`config.mk`:
```
export PLATFORM = sky130hd
export DESIGN_NAME = pulse_gen
export DESIGN_NICKNAME = d
export VERILOG_FILES = /design/src/rtl/pulse_gen_pkg.sv /design/src/rtl/pulse_req_slot.sv /design/src/rtl/pulse_gen.sv
export SDC_FILE = /design/constraint.sdc
export NUM_CORES = 1
export LEC_CHECK = 0
export ABC_AREA = 0
export CORE_MARGIN = 1
export CORE_UTILIZATION = 35
export CTS_CLUSTER_DIAMETER = 40
export DETAILED_ROUTE_END_ITERATION = 7
export PLACE_DENSITY = 0.51
export SYNTH_ARGS = -nofsm -noshare
export SYNTH_HDL_FRONTEND = slang
export SYNTH_HIERARCHICAL = 1
export SYNTH_SLANG_ARGS = --single-unit
```
`constraint.sdc`:
```
create_clock -name sys_clk -period 3 [get_ports sys_clk]
set_input_delay 0.3 -clock sys_clk [delete_from_list [all_inputs] [get_ports sys_clk]]
set_output_delay 0.3 -clock sys_clk [all_outputs]
set_load 0.01 [all_outputs]
```
`src/rtl/pulse_gen_pkg.sv`:
```
// Shared constants and helpers for the pulse generator and its request slot.
package pulse_gen_pkg;

  // FSM state codes. The fourth code (2'b11) is unused and recovers to IDLE.
  localparam logic [1:0] IDLE = 2'b00;
  localparam logic [1:0] HIGH = 2'b01;
  localparam logic [1:0] GAP  = 2'b10;

  // Default generics.
  localparam int CNT_W_DEF   = 16;
  localparam int MIN_LOW_DEF = 3;

  // A requested width of zero still produces a one-cycle pulse.
  // Operates on 32 bits so any counter width up to 32 can share it.
  function automatic logic [31:0] eff_width(input logic [31:0] w);
    return (w == 32'd0) ? 32'd1 : w;
  endfunction

endpackage

```
`src/rtl/pulse_req_slot.sv`:
```
// One-deep request holder: a valid bit plus the effective width it carries.
// A consume and a load in the same cycle hand the slot straight to the new
// request; a load into an occupied slot (without consume) is discarded.
module pulse_req_slot
  import pulse_gen_pkg::*;
#(
  parameter int CNT_W = CNT_W_DEF
) (
  input  logic             sys_clk,
  input  logic             rst_n,
  input  logic             load_i,
  input  logic             consume_i,
  input  logic [CNT_W-1:0] width_i,
  output logic             valid_o,
  output logic [CNT_W-1:0] width_o,
  output logic             drop_o
);

  logic             valid_q, valid_d;
  logic [CNT_W-1:0] width_q, width_d;
  logic             drop_q, drop_d;

  // Next-state of the slot: consume frees it, load fills it or is dropped.
  always_comb begin
    valid_d = valid_q;
    width_d = width_q;
    drop_d  = 1'b0;
    if (consume_i) begin
      valid_d = load_i;
      if (load_i) begin
        width_d = width_i;
      end
    end else if (load_i) begin
      if (valid_q) begin
        drop_d = 1'b1;
      end else begin
        valid_d = 1'b1;
        width_d = width_i;
      end
    end
  end

  // Slot registers; the drop strobe is registered so it lands one cycle late.
  always_ff @(posedge sys_clk or negedge rst_n) begin
    if (!rst_n) begin
      valid_q <= 1'b0;
      width_q <= '0;
      drop_q  <= 1'b0;
    end else begin
      valid_q <= valid_d;
      width_q <= width_d;
      drop_q  <= drop_d;
    end
  end

  assign valid_o = valid_q;
  assign width_o = width_q;
  assign drop_o  = drop_q;

endmodule

```
`src/rtl/pulse_gen.sv`:
```
// Trigger-to-pulse converter: fixed-width registered high pulse followed by
// a guaranteed MIN_LOW-cycle low gap, with one request queued while busy.
// CNT_W is limited to 32 bits by the shared width helper.
module pulse_gen
  import pulse_gen_pkg::*;
#(
  parameter int CNT_W   = CNT_W_DEF,
  parameter int MIN_LOW = MIN_LOW_DEF
) (
  input  logic             sys_clk,
  input  logic             rst_n,
  input  logic             trig_i,
  input  logic [CNT_W-1:0] width_i,
  output logic             d_o,
  output logic             busy_o,
  output logic             pend_o,
  output logic             drop_o
);

  localparam logic [CNT_W-1:0] GAP_LOAD = CNT_W'(MIN_LOW - 1);
  localparam logic [CNT_W-1:0] ONE      = CNT_W'(1);

  logic [1:0]       state_q, state_d;
  logic [CNT_W-1:0] cnt_q, cnt_d;
  logic             d_q, d_d;
  logic             busy_q, busy_d;

  logic [CNT_W-1:0] w_eff;
  logic             cnt_zero;
  logic             in_busy;
  logic             gap_exit;
  logic             launch_direct;
  logic             slot_load;
  logic             pend_valid;
  logic [CNT_W-1:0] pend_width;

  assign w_eff    = CNT_W'(eff_width(32'(width_i)));
  assign cnt_zero = (cnt_q == '0);
  assign in_busy  = (state_q == HIGH) || (state_q == GAP);
  assign gap_exit = (state_q == GAP) && cnt_zero;

  // A trigger launches directly only when nothing is queued ahead of it;
  // any other trigger while busy goes to the slot (queued or dropped there).
  assign launch_direct = trig_i && ((state_q == IDLE) || (gap_exit && !pend_valid));
  assign slot_load     = trig_i && in_busy && !launch_direct;

  pulse_req_slot #(
    .CNT_W (CNT_W)
  ) u_slot (
    .sys_clk   (sys_clk),
    .rst_n     (rst_n),
    .load_i    (slot_load),
    .consume_i (gap_exit && pend_valid),
    .width_i   (w_eff),
    .valid_o   (pend_valid),
    .width_o   (pend_width),
    .drop_o    (drop_o)
  );

  // FSM and down-counter; decrements only happen behind the zero check.
  always_comb begin
    state_d = state_q;
    cnt_d   = cnt_q;
    case (state_q)
      IDLE: begin
        if (trig_i) begin
          state_d = HIGH;
          cnt_d   = w_eff - ONE;
        end
      end
      HIGH: begin
        if (cnt_zero) begin
          state_d = GAP;
          cnt_d   = GAP_LOAD;
        end else begin
          cnt_d = cnt_q - ONE;
        end
      end
      GAP: begin
        if (cnt_zero) begin
          if (pend_valid) begin
            state_d = HIGH;
            cnt_d   = pend_width - ONE;
          end else if (trig_i) begin
            state_d = HIGH;
            cnt_d   = w_eff - ONE;
          end else begin
            state_d = IDLE;
          end
        end else begin
          cnt_d = cnt_q - ONE;
        end
      end
      default: begin
        state_d = IDLE;
        cnt_d   = '0;
      end
    endcase
    d_d    = (state_d == HIGH);
    busy_d = (state_d == HIGH) || (state_d == GAP);
  end

  // State, counter and output flops; reset truncates any pulse in flight.
  always_ff @(posedge sys_clk or negedge rst_n) begin
    if (!rst_n) begin
      state_q <= IDLE;
      cnt_q   <= '0;
      d_q     <= 1'b0;
      busy_q  <= 1'b0;
    end else begin
      state_q <= state_d;
      cnt_q   <= cnt_d;
      d_q     <= d_d;
      busy_q  <= busy_d;
    end
  end

  assign d_o    = d_q;
  assign busy_o = busy_q;
  assign pend_o = pend_valid;

endmodule
```
==> results of run 1 <==
per-layer routing:
layer / routed length, µm / share of wire
met5: 0 / 0
met4: 121 / 0.016
met3: 275 / 0.037
met2: 3493 / 0.47
met1: 3585 / 0.48
worst max-delay path, stage by stage, from the launching register on:
cell     delay, ps
dfrtp_1        440
or4_4          580
nor4_4         340
and2_4         220
a31oi_1        100
and3_1         260
nand2_4        280
mux2_2         380
stage by stage:
stage / worst slack, ps / power [mW] / std cells / hold WS (ps) / instance area (µm²)
6_report: 273.8 / 2.131 / 448 / 149.7 / 3354
5_1_grt: 119.7 / 2.306 / 448 / 224.4 / 3354
4_1_cts: 266.1 / 2.149 / 448 / 184.6 / 3354
3_5_place_dp: 38.04 / 1.675 / 441 / 505.6 / 3242
3_3_place_gp: 114.0 / 1.663 / 441 / 507.6 / 3242
2_1_floorplan: 466.0 / 1.403 / 317 / 4.409 / 2870
final timing paths:
check | end | cells past startpoint
min | u_slot/width_o[0] | 1
max | u_slot/width_o[11] | 7
min in group sys_clk | u_slot/width_o[6] | 1
min reg2reg | u_slot/width_o[6] | 1
max reg2reg | u_slot/width_o[11] | 7
max in group asynchronous | cnt_q[9] | 1
power by group through the flow:
| stage | clock network [mW] | registers, mW | logic, mW |
|---|---|---|---|
| after floorplan | 0 | 0.788 | 0.614 |
| after global placement | 0 | 0.819 | 0.844 |
| after detailed placement | 0 | 0.821 | 0.853 |
| after CTS | 0.476 | 0.814 | 0.860 |
| after global routing | 0.495 | 0.838 | 0.973 |
| final | 0.459 | 0.815 | 0.856 |
synth_stat cells, types with 2 or more instances:
library cell | number | area [µm²]
a211o_1 | 3 | 26.28
a21oi_1 | 14 | 70.07
a22oi_1 | 12 | 90.09
a31oi_1 | 4 | 25.02
and3_1 | 3 | 18.77
buf_6 | 4 | 45.04
clkbuf_1 | 17 | 63.81
dfrtp_1 | 38 | 950.9
dlygate4sd1_1 | 2 | 17.52
dlygate4sd3_1 | 2 | 20.02
ha_1 | 8 | 100.1
inv_1 | 15 | 56.30
mux2_2 | 7 | 78.83
mux2_4 | 10 | 150.1
nand2_1 | 34 | 127.6
nand2b_1 | 2 | 12.51
nand3_1 | 4 | 20.02
nand4_1 | 2 | 12.51
nor2_1 | 23 | 86.33
nor3_1 | 10 | 50.05
nor3b_1 | 3 | 22.52
nor4_1 | 8 | 50.05
o211ai_1 | 11 | 82.58
o21ai_0 | 9 | 45.04
o221ai_1 | 2 | 17.52
o311ai_0 | 2 | 17.52
o31ai_1 | 2 | 15.01
or2_2 | 3 | 18.77
or4_1 | 4 | 30.03
or4_4 | 3 | 33.78
xnor2_1 | 13 | 113.9
xor2_1 | 21 | 183.9
kinds of logic (layout without fill, tap and decap cells):
family / after synthesis / in the layout / synth area share
AO/OA/AOI/OAI: 69 / 69 / 0.1657
XOR/XNOR: 34 / 34 / 0.1038
adder cells (fa/ha/maj): 8 / 8 / 0.03487
buffers and inverters: 41 / 70 / 0.07759
flip-flops: 38 / 38 / 0.3313
multiplexers: 18 / 18 / 0.08326
AND/OR/NAND/NOR: 109 / 109 / 0.2036
registers in the layout (all words and copies together), names as in the netlist:
signal          flops
cnt_q              16
u_slot/width_o     16
state_q             2
busy_o              1
d_o                 1
u_slot/drop_o       1
u_slot/valid_o      1
area by class of cell:
cell class,count,area share
clock inverters,1,0.008952
clock buffers,6,0.02462
well taps,102,0.03805
multi-input cells,238,0.5058
flip-flops and latches,38,0.2835
repair buffers,48,0.1223
inverters,15,0.01678
==> flow_metrics.tcl, run 1 <==
set metrics [dict create \
    run_status "complete, no violations" \
    n_antenna_cell 0 \
    synth-main-ff-cell "dfrtp_1" \
    period_share 0.9087 \
    drt_iter0_drc 206 \
    grt_busiest_layer "met2" \
    final_nets 373 \
    relSlewSlack 0.3805 \
    vias 2401 \
    wirelength_mm 7.475 \
    switchingPower_mw 0.7999 \
    post_drt_wl_per_cell_um 16.69 \
    fp.dieArea_mm2 0.008566 \
    worst_pin_slew_ps 929.3 \
    hp-class "in -> async" \
    rows 32 \
    ctsHoldBuffers 0 \
    grtUsageTotal 0.1934 \
    grt_pass1_vias 2460 \
    worstSetupEndpointType "flop" \
    synthesis.nets 344 \
    async_reset_ff_frac 1.000 \
    grt.overflow.total 0 \
    cts_sinks 38 \
    reg2reg_from "cnt_q[4]" \
    internal-power_mw 1.331 \
    drt-pass1-iter-count 4 \
    grt_pass1_wl_mm 12.83 \
    start_kind "flop" \
    io_pins 23 \
    rrSetupSlack_ps 270 \
    final_layout_size_suffix_gt1_frac 0.1908 \
    cts_made_buffers 5 \
    power.density_mw_per_mm2 635.1 \
    drc 0 \
    cts_root_buf "clkbuf_8" \
    die_h_um 92.56 \
    grt_start_max_net_pins 39 \
    use_met3 0.03120 \
    cp.arrival_ps 2910 \
    clock_latency_ps 290 \
    antenna_found_initial 0 \
    ys_ff_latch 38 \
    syn_area_mm2 0.002870 \
    viasPerCell 5.359 \
    critPathMaxFanout 16 \
    grt_util_met1 0.2642 \
    final-max-slew-violation-count 0 \
    cap_violations 0 \
    die_x_um 92.56 \
    ir_worst_vdd_uv 184.7 \
    io_buffers 22 \
    synth_cell_types 54 \
    finalSetupViolations 0 \
    cts_setup_buffers 0 \
    grtUsageMet2 0.3117 \
    htree_levels 2 \
    fin_worst_skew_ps 4.079 \
    start_util 0.3658 \
    dp.final_hpwl_mm 5.537 \
    utilization 0.4275 \
    yosys_warnings 6 \
    cts_resized 0 \
    required_ps 3180 \
    setup_tns_ps 0 \
    power_frac_seq 0.383 \
    coreArea_mm2 0.007848 \
    rsz0062_at_grt "no" \
    syn_inst 317 \
    ys_seq_area_frac 0.3313 \
    gp_congestion 0.8127 \
    final_common_cell "dfrtp_1" \
    p_sw_frac 0.3754 \
    area_delta_synth_final_pct 16.87 \
    synth-edff-count 0 \
    max_freq_mhz 366.8 \
    cts_buffer_depth 2 \
    ff_latch_area_um2 950.9 \
    critical_path_class "reg -> reg" \
    worstSetupStartpoint "cnt_q[4]" \
    comb_power_share 0.402 \
    cts_tree "yes" \
    hold_violations 0 \
    fillers 806 \
    clkTransAtPathRegs_ps 80 \
    final_cell_mix "dfrtp_1, nand2_1, buf_4, nor2_1" \
    fin_crit_ps 2726 \
    p_leak_nw 1.462 \
    clockPowerShare 0.215 \
    multi_input_area_mm2 0.001697 \
    synth_area_per_cell_um2 9.054 \
    ant_nets 0 \
]
(Power assumes the default switching activity.)
==> run 2: changes to the inputs <==
--- a/config.mk
+++ b/config.mk
@@ -6,7 +6,8 @@
 export NUM_CORES = 1
 export LEC_CHECK = 0
 export ABC_AREA = 0
-export CORE_MARGIN = 1
+export CAP_MARGIN = 20
+export CORE_MARGIN = 5
 export CORE_UTILIZATION = 35
 export CTS_CLUSTER_DIAMETER = 40
 export DETAILED_ROUTE_END_ITERATION = 7
==> constraint.sdc (replaced) <==
create_clock -name sys_clk -period 2.6 [get_ports sys_clk]
set_input_delay 0.26 -clock sys_clk [delete_from_list [all_inputs] [get_ports sys_clk]]
set_output_delay 0.26 -clock sys_clk [all_outputs]
set_load 0.01 [all_outputs]
==> flow_metrics.tcl, run 2 (synthesis gave the netlist of run 1 again) <==
set metrics [dict create \
    run_status "complete, no violations" \
    start_kind "primary input" \
    rsz0062_at_grt "no" \
    cp.arrival_ps 2650 \
    utilization 0.4394 \
    htree_levels 2 \
    cp_common_cell "o21ai_0" \
    fp.dieArea_mm2 0.01011 \
    grtUsageTotal 0.1676 \
    drc 0 \
    die_x_um 100.6 \
    ctsHoldBuffers 0 \
    clock_latency_ps 300 \
    io_buffers 22 \
    worstPathCellList "clkdlybuf4s50_1, nor4_1, buf_4, nand3_1, o41a_1, ha_1, nand2_1, o21ai_0, mux2i_1, o21a_1, o21ai_0, a21oi_1" \
    finalSetupViolations 0 \
    n_antenna_cell 0 \
    die_h_um 100.6 \
    rows 33 \
    relSlewSlack 0.3769 \
    fin_crit_ps 2498 \
    hold_ws_ps 101.4 \
    worst_pin_slew_ps 934.6 \
    p_leak_nw 1.586 \
    grt_pass1_wl_mm 13.41 \
    drt_iter0_drc 177 \
    period_share 0.9608 \
    hp-class "in -> async" \
    start_util 0.3547 \
    final_cells 478 \
    required_ps 2750 \
    met3_length_um 316 \
    route.met2.wl_mm 3.766 \
    drt-pass1-iter-count 4 \
    final_common_cell "buf_4" \
    post_drt_wl_per_cell_um 16.43 \
    final-max-slew-violation-count 0 \
    cts_made_buffers 5 \
    area_delta_synth_final_pct 23.89 \
    cap_violations 0 \
    met1Wirelength_mm 3.690 \
    worst_slack_ps 101.9 \
    place_inst 470 \
    cp_slowest_stage_delay_ps 440 \
    critPathMaxFanout 2 \
    critical_path_class "in -> reg" \
    setup_tns_ps 0 \
    hold_violations 0 \
    final_layout_size_suffix_gt1_frac 0.2601 \
    io_pins 23 \
    grt_start_max_net_pins 39 \
    clkTransAtPathRegs_ps 80 \
    dr.max_layer_used "met4" \
    fillers 847 \
    wirelength_mm 7.853 \
    worstSetupEndpointType "flop" \
    fin_worst_skew_ps 8.083 \
    dp.final_hpwl_mm 5.998 \
    grt_pass1_vias 2627 \
    antenna_found_initial 0 \
    final_cell_mix "buf_4, dfrtp_1, nand2_1, nor2_1" \
    max_freq_mhz 400.3 \
    ant_nets 0 \
    ir_worst_vdd_uv 197.6 \
    cts_buffer_depth 2 \
    dp_slack_ps -358.1 \
    coreArea_mm2 0.008093 \
    gp_congestion 0.8458 \
    vias 2463 \
    cts_sinks 38 \
    viasPerCell 5.153 \
    grt.overflow.total 0 \
    power.density_mw_per_mm2 699.4 \
    crit_path_top_delay_cell "clkdlybuf4s50_1" \
    cts_tree "yes" \
    final_nets 400 \
    cts_root_buf "clkbuf_8" \
]
==> run 2: timing repair <==
action	CTS	global route
endpoints found under the setup margin	1	10
setup buffers	0	1
pin swaps	0	1
gates cloned	0	0
gates resized for setup	1	3
==> run 2: through the flow <==
step	instance area (µm²)	total power, mW
after floorplan	2870	1.619
after global placement	3453	2.069
after detailed placement	3453	2.073
after CTS	3537	2.488
after global routing	3556	2.703
final	3556	2.487
==> run 2: power breakdown <==
group | switching, mW | internal [mW] | total (mW)
clock network | 0.218 | 0.180 | 0.399
registers | 0.116 | 0.749 | 0.865
logic | 0.622 | 0.601 | 1.22
total | 0.956 | 1.53 | 2.49
==> run 2: path summary, 6_finish.rpt <==
| check | startpoint | cells past startpoint | slack [ps] | endpoint |
|---|---|---|---|---|
| setup reg to reg | cnt_q[8] | 8 | 140 | u_slot/width_o[7] |
| setup / recovery | width_i[9] | 12 | 100 | cnt_q[1] |
| max in group asynchronous | rst_n | 1 | 1920 | u_slot/width_o[3] |
| min in group sys_clk | u_slot/width_o[15] | 1 | 550 | u_slot/width_o[15] |
| hold reg to reg | u_slot/width_o[15] | 1 | 550 | u_slot/width_o[15] |
| hold / removal | rst_n | 1 | 100 | cnt_q[11] |
==> run 2: area by class of cell <==
cell class | instances | area, µm² | share of cell area
Clock buffer | 5 | 68.82 | 0.01935
Clock inverter | 2 | 10.01 | 0.002815
Inverter | 15 | 56.30 | 0.01583
Multi-Input combinational cell | 238 | 1713 | 0.4817
Sequential cell | 38 | 950.9 | 0.2674
Tap cell | 105 | 131.4 | 0.03695
Timing Repair Buffer | 75 | 625.6 | 0.1759
==> run 2: layer usage <==
metal	vias to the layer above	track usage
li1	1233	-
met5	-	0
met3	8	0.02699
met4	0	0.04249
met1	1178	0.2274
met2	44	0.2783
==> run 2: worst max-delay path, delay by kind of cell <==
| family | cells | cell delay [ps] |
|---|---|---|
| compound gates | 5 | 910 |
| fa+ha+maj | 1 | 330 |
| buf+inv | 2 | 600 |
| mux | 1 | 110 |
| simple gates | 3 | 450 |
==> run 3: changes to the inputs <==
--- a/config.mk
+++ b/config.mk
@@ -7,11 +7,13 @@
 export LEC_CHECK = 0
 export ABC_AREA = 0
 export CAP_MARGIN = 20
+export CELL_PAD_IN_SITES_DETAIL_PLACEMENT = 0
+export CELL_PAD_IN_SITES_GLOBAL_PLACEMENT = 1
 export CORE_MARGIN = 5
 export CORE_UTILIZATION = 35
 export CTS_CLUSTER_DIAMETER = 40
 export DETAILED_ROUTE_END_ITERATION = 7
-export PLACE_DENSITY = 0.51
+export PLACE_DENSITY = 0.63
 export SYNTH_ARGS = -nofsm -noshare
 export SYNTH_HDL_FRONTEND = slang
 export SYNTH_HIERARCHICAL = 1
==> flow_metrics.tcl, run 3 (synthesis gave the netlist of run 1 again) <==
set metrics [dict create \
    rsz0062_at_grt "no" \
    required_ps 2780 \
    drc 0 \
    gp_congestion 0.8344 \
    grt_pass1_vias 2624 \
    grt_start_max_net_pins 39 \
    critical_path_class "reg -> reg" \
    setup_tns_ps 0 \
    io_pins 23 \
    post_drt_wl_per_cell_um 16.36 \
    period_share 0.9563 \
    fin_worst_skew_ps 5.814 \
    drt_iter0_drc 158 \
    io_buffers 22 \
    fin_crit_ps 2486 \
    drt-pass1-iter-count 4 \
    viasPerCell 5.244 \
    rows 33 \
    dp.final_hpwl_mm 5.931 \
    utilization 0.4423 \
    final_nets 397 \
    finalSetupViolations 0 \
    cap_violations 0 \
    placed_area_mm2 0.003438 \
    cts_made_buffers 5 \
    cts_sinks 38 \
    clock_latency_ps 290 \
    power.density_mw_per_mm2 727.0 \
    die_x_um 100.6 \
    ant_nets 0 \
    clockPowerShare 0.203 \
    fp.dieArea_mm2 0.01011 \
    area_delta_synth_final_pct 24.72 \
    final_common_cell "buf_4" \
    worstSetupEndpointType "flop" \
    cts_tree "yes" \
    die_h_um 100.6 \
    hp-class "in -> async" \
    worst_pin_slew_ps 914.6 \
    cts_root_buf "clkbuf_8" \
    comb_power_share 0.465 \
    final_layout_size_suffix_gt1_frac 0.2514 \
    internal-power_mw 1.648 \
    power_frac_seq 0.332 \
    run_status "complete, no violations" \
    wirelength_mm 7.772 \
    p_sw_frac 0.3669 \
    clkTransAtPathRegs_ps 80 \
    critPathMaxFanout 16 \
    start_util 0.3547 \
    start_kind "flop" \
    antenna_found_initial 0 \
    cp.arrival_ps 2670 \
    ctsHoldBuffers 0 \
    vias 2491 \
    cts_buffer_depth 2 \
    coreArea_mm2 0.008093 \
    switchingPower_mw 0.9549 \
    grtUsageTotal 0.1661 \
    p_leak_nw 1.573 \
    hold_violations 0 \
    final-max-slew-violation-count 0 \
    grt.overflow.total 0 \
    htree_levels 2 \
    n_antenna_cell 0 \
    fin_area_mm2 0.003580 \
    ir_worst_vdd_uv 239.2 \
    total_power_mw 2.603 \
    relSlewSlack 0.3903 \
    final_cell_mix "buf_4, dfrtp_1, nand2_1, nor2_1" \
    grt_pass1_wl_mm 13.39 \
    max_freq_mhz 402.2 \
]
-- run 3: cell count changes in the layout (fill, tap and decap cells not counted), sizes merged --
cell / previous run / this run
clkinv: 2 / 0
buf: 54 / 51
bufinv: 0 / 1
clkbuf: 5 / 6
-- run 3: final cells by class --
| cell class | count | area (µm²) |
|---|---|---|
| clock buffers | 6 | 82.58 |
| fillers | 832 | 4513 |
| well taps | 105 | 131.4 |
| flip-flops and latches | 38 | 950.9 |
| repair buffers | 72 | 603.1 |
| inverters | 15 | 56.30 |
| clock inverters | 1 | 30.03 |
| multi-input cells | 238 | 1725 |
-- run 3: timing repair --
action	CTS	global route
gates resized for setup	0	7
setup buffers	0	0
setup endpoints to repair	0	24
-- run 3: critical path, stage by stage (launching register included) --
cell     delay (ps)
dfrtp_1         380
or4_4           580
nor4_4          300
and2_4          180
a31oi_1          90
and3_1          280
nand2_8         200
mux2_2          360
-- run 3: final timing paths --
path,startpoint,to,slack (ps),cells after the start
setup / recovery,cnt_q[4],u_slot/width_o[7],110,7
hold reg to reg,u_slot/width_o[15],u_slot/width_o[15],540,1
max in group asynchronous,rst_n,u_slot/drop_o,1930,1
min in group sys_clk,u_slot/width_o[15],u_slot/width_o[15],540,1
setup reg to reg,cnt_q[4],u_slot/width_o[7],110,7
hold / removal,rst_n,u_slot/width_o[2],100,1
-- run 3: power groups by stage --
| stage | combinational, mW | sequential [mW] | clock (mW) |
|---|---|---|---|
| after detailed placement | 1.20 | 0.876 | 0 |
| after global placement | 1.20 | 0.873 | 0 |
| final | 1.21 | 0.865 | 0.528 |
| after floorplan | 0.709 | 0.910 | 0 |
| after CTS | 1.20 | 0.865 | 0.547 |
| after global routing | 1.36 | 0.892 | 0.563 |
-- run 3: metrics by stage --
| step | worst slack [ps] | hold slack [ps] | cells |
|---|---|---|---|
| 2_1_floorplan | 66.03 | -35.59 | 317 |
| 3_3_place_gp | -319.4 | 456.4 | 468 |
| 3_5_place_dp | -283.1 | 448.5 | 468 |
| 4_1_cts | 15.60 | 127.7 | 475 |
| 5_1_grt | 4.106 | 176.5 | 475 |
| 6_report | 113.7 | 102.3 | 475 |
-- run 3: metal layers --
layer | vias up | track usage | part of all wire
met5 | - | 0 | 0
met4 | 0 | 0.02798 | 0.0063
met3 | 5 | 0.02284 | 0.041
met2 | 58 | 0.2686 | 0.48
met1 | 1190 | 0.2395 | 0.48
li1 | 1238 | - | -
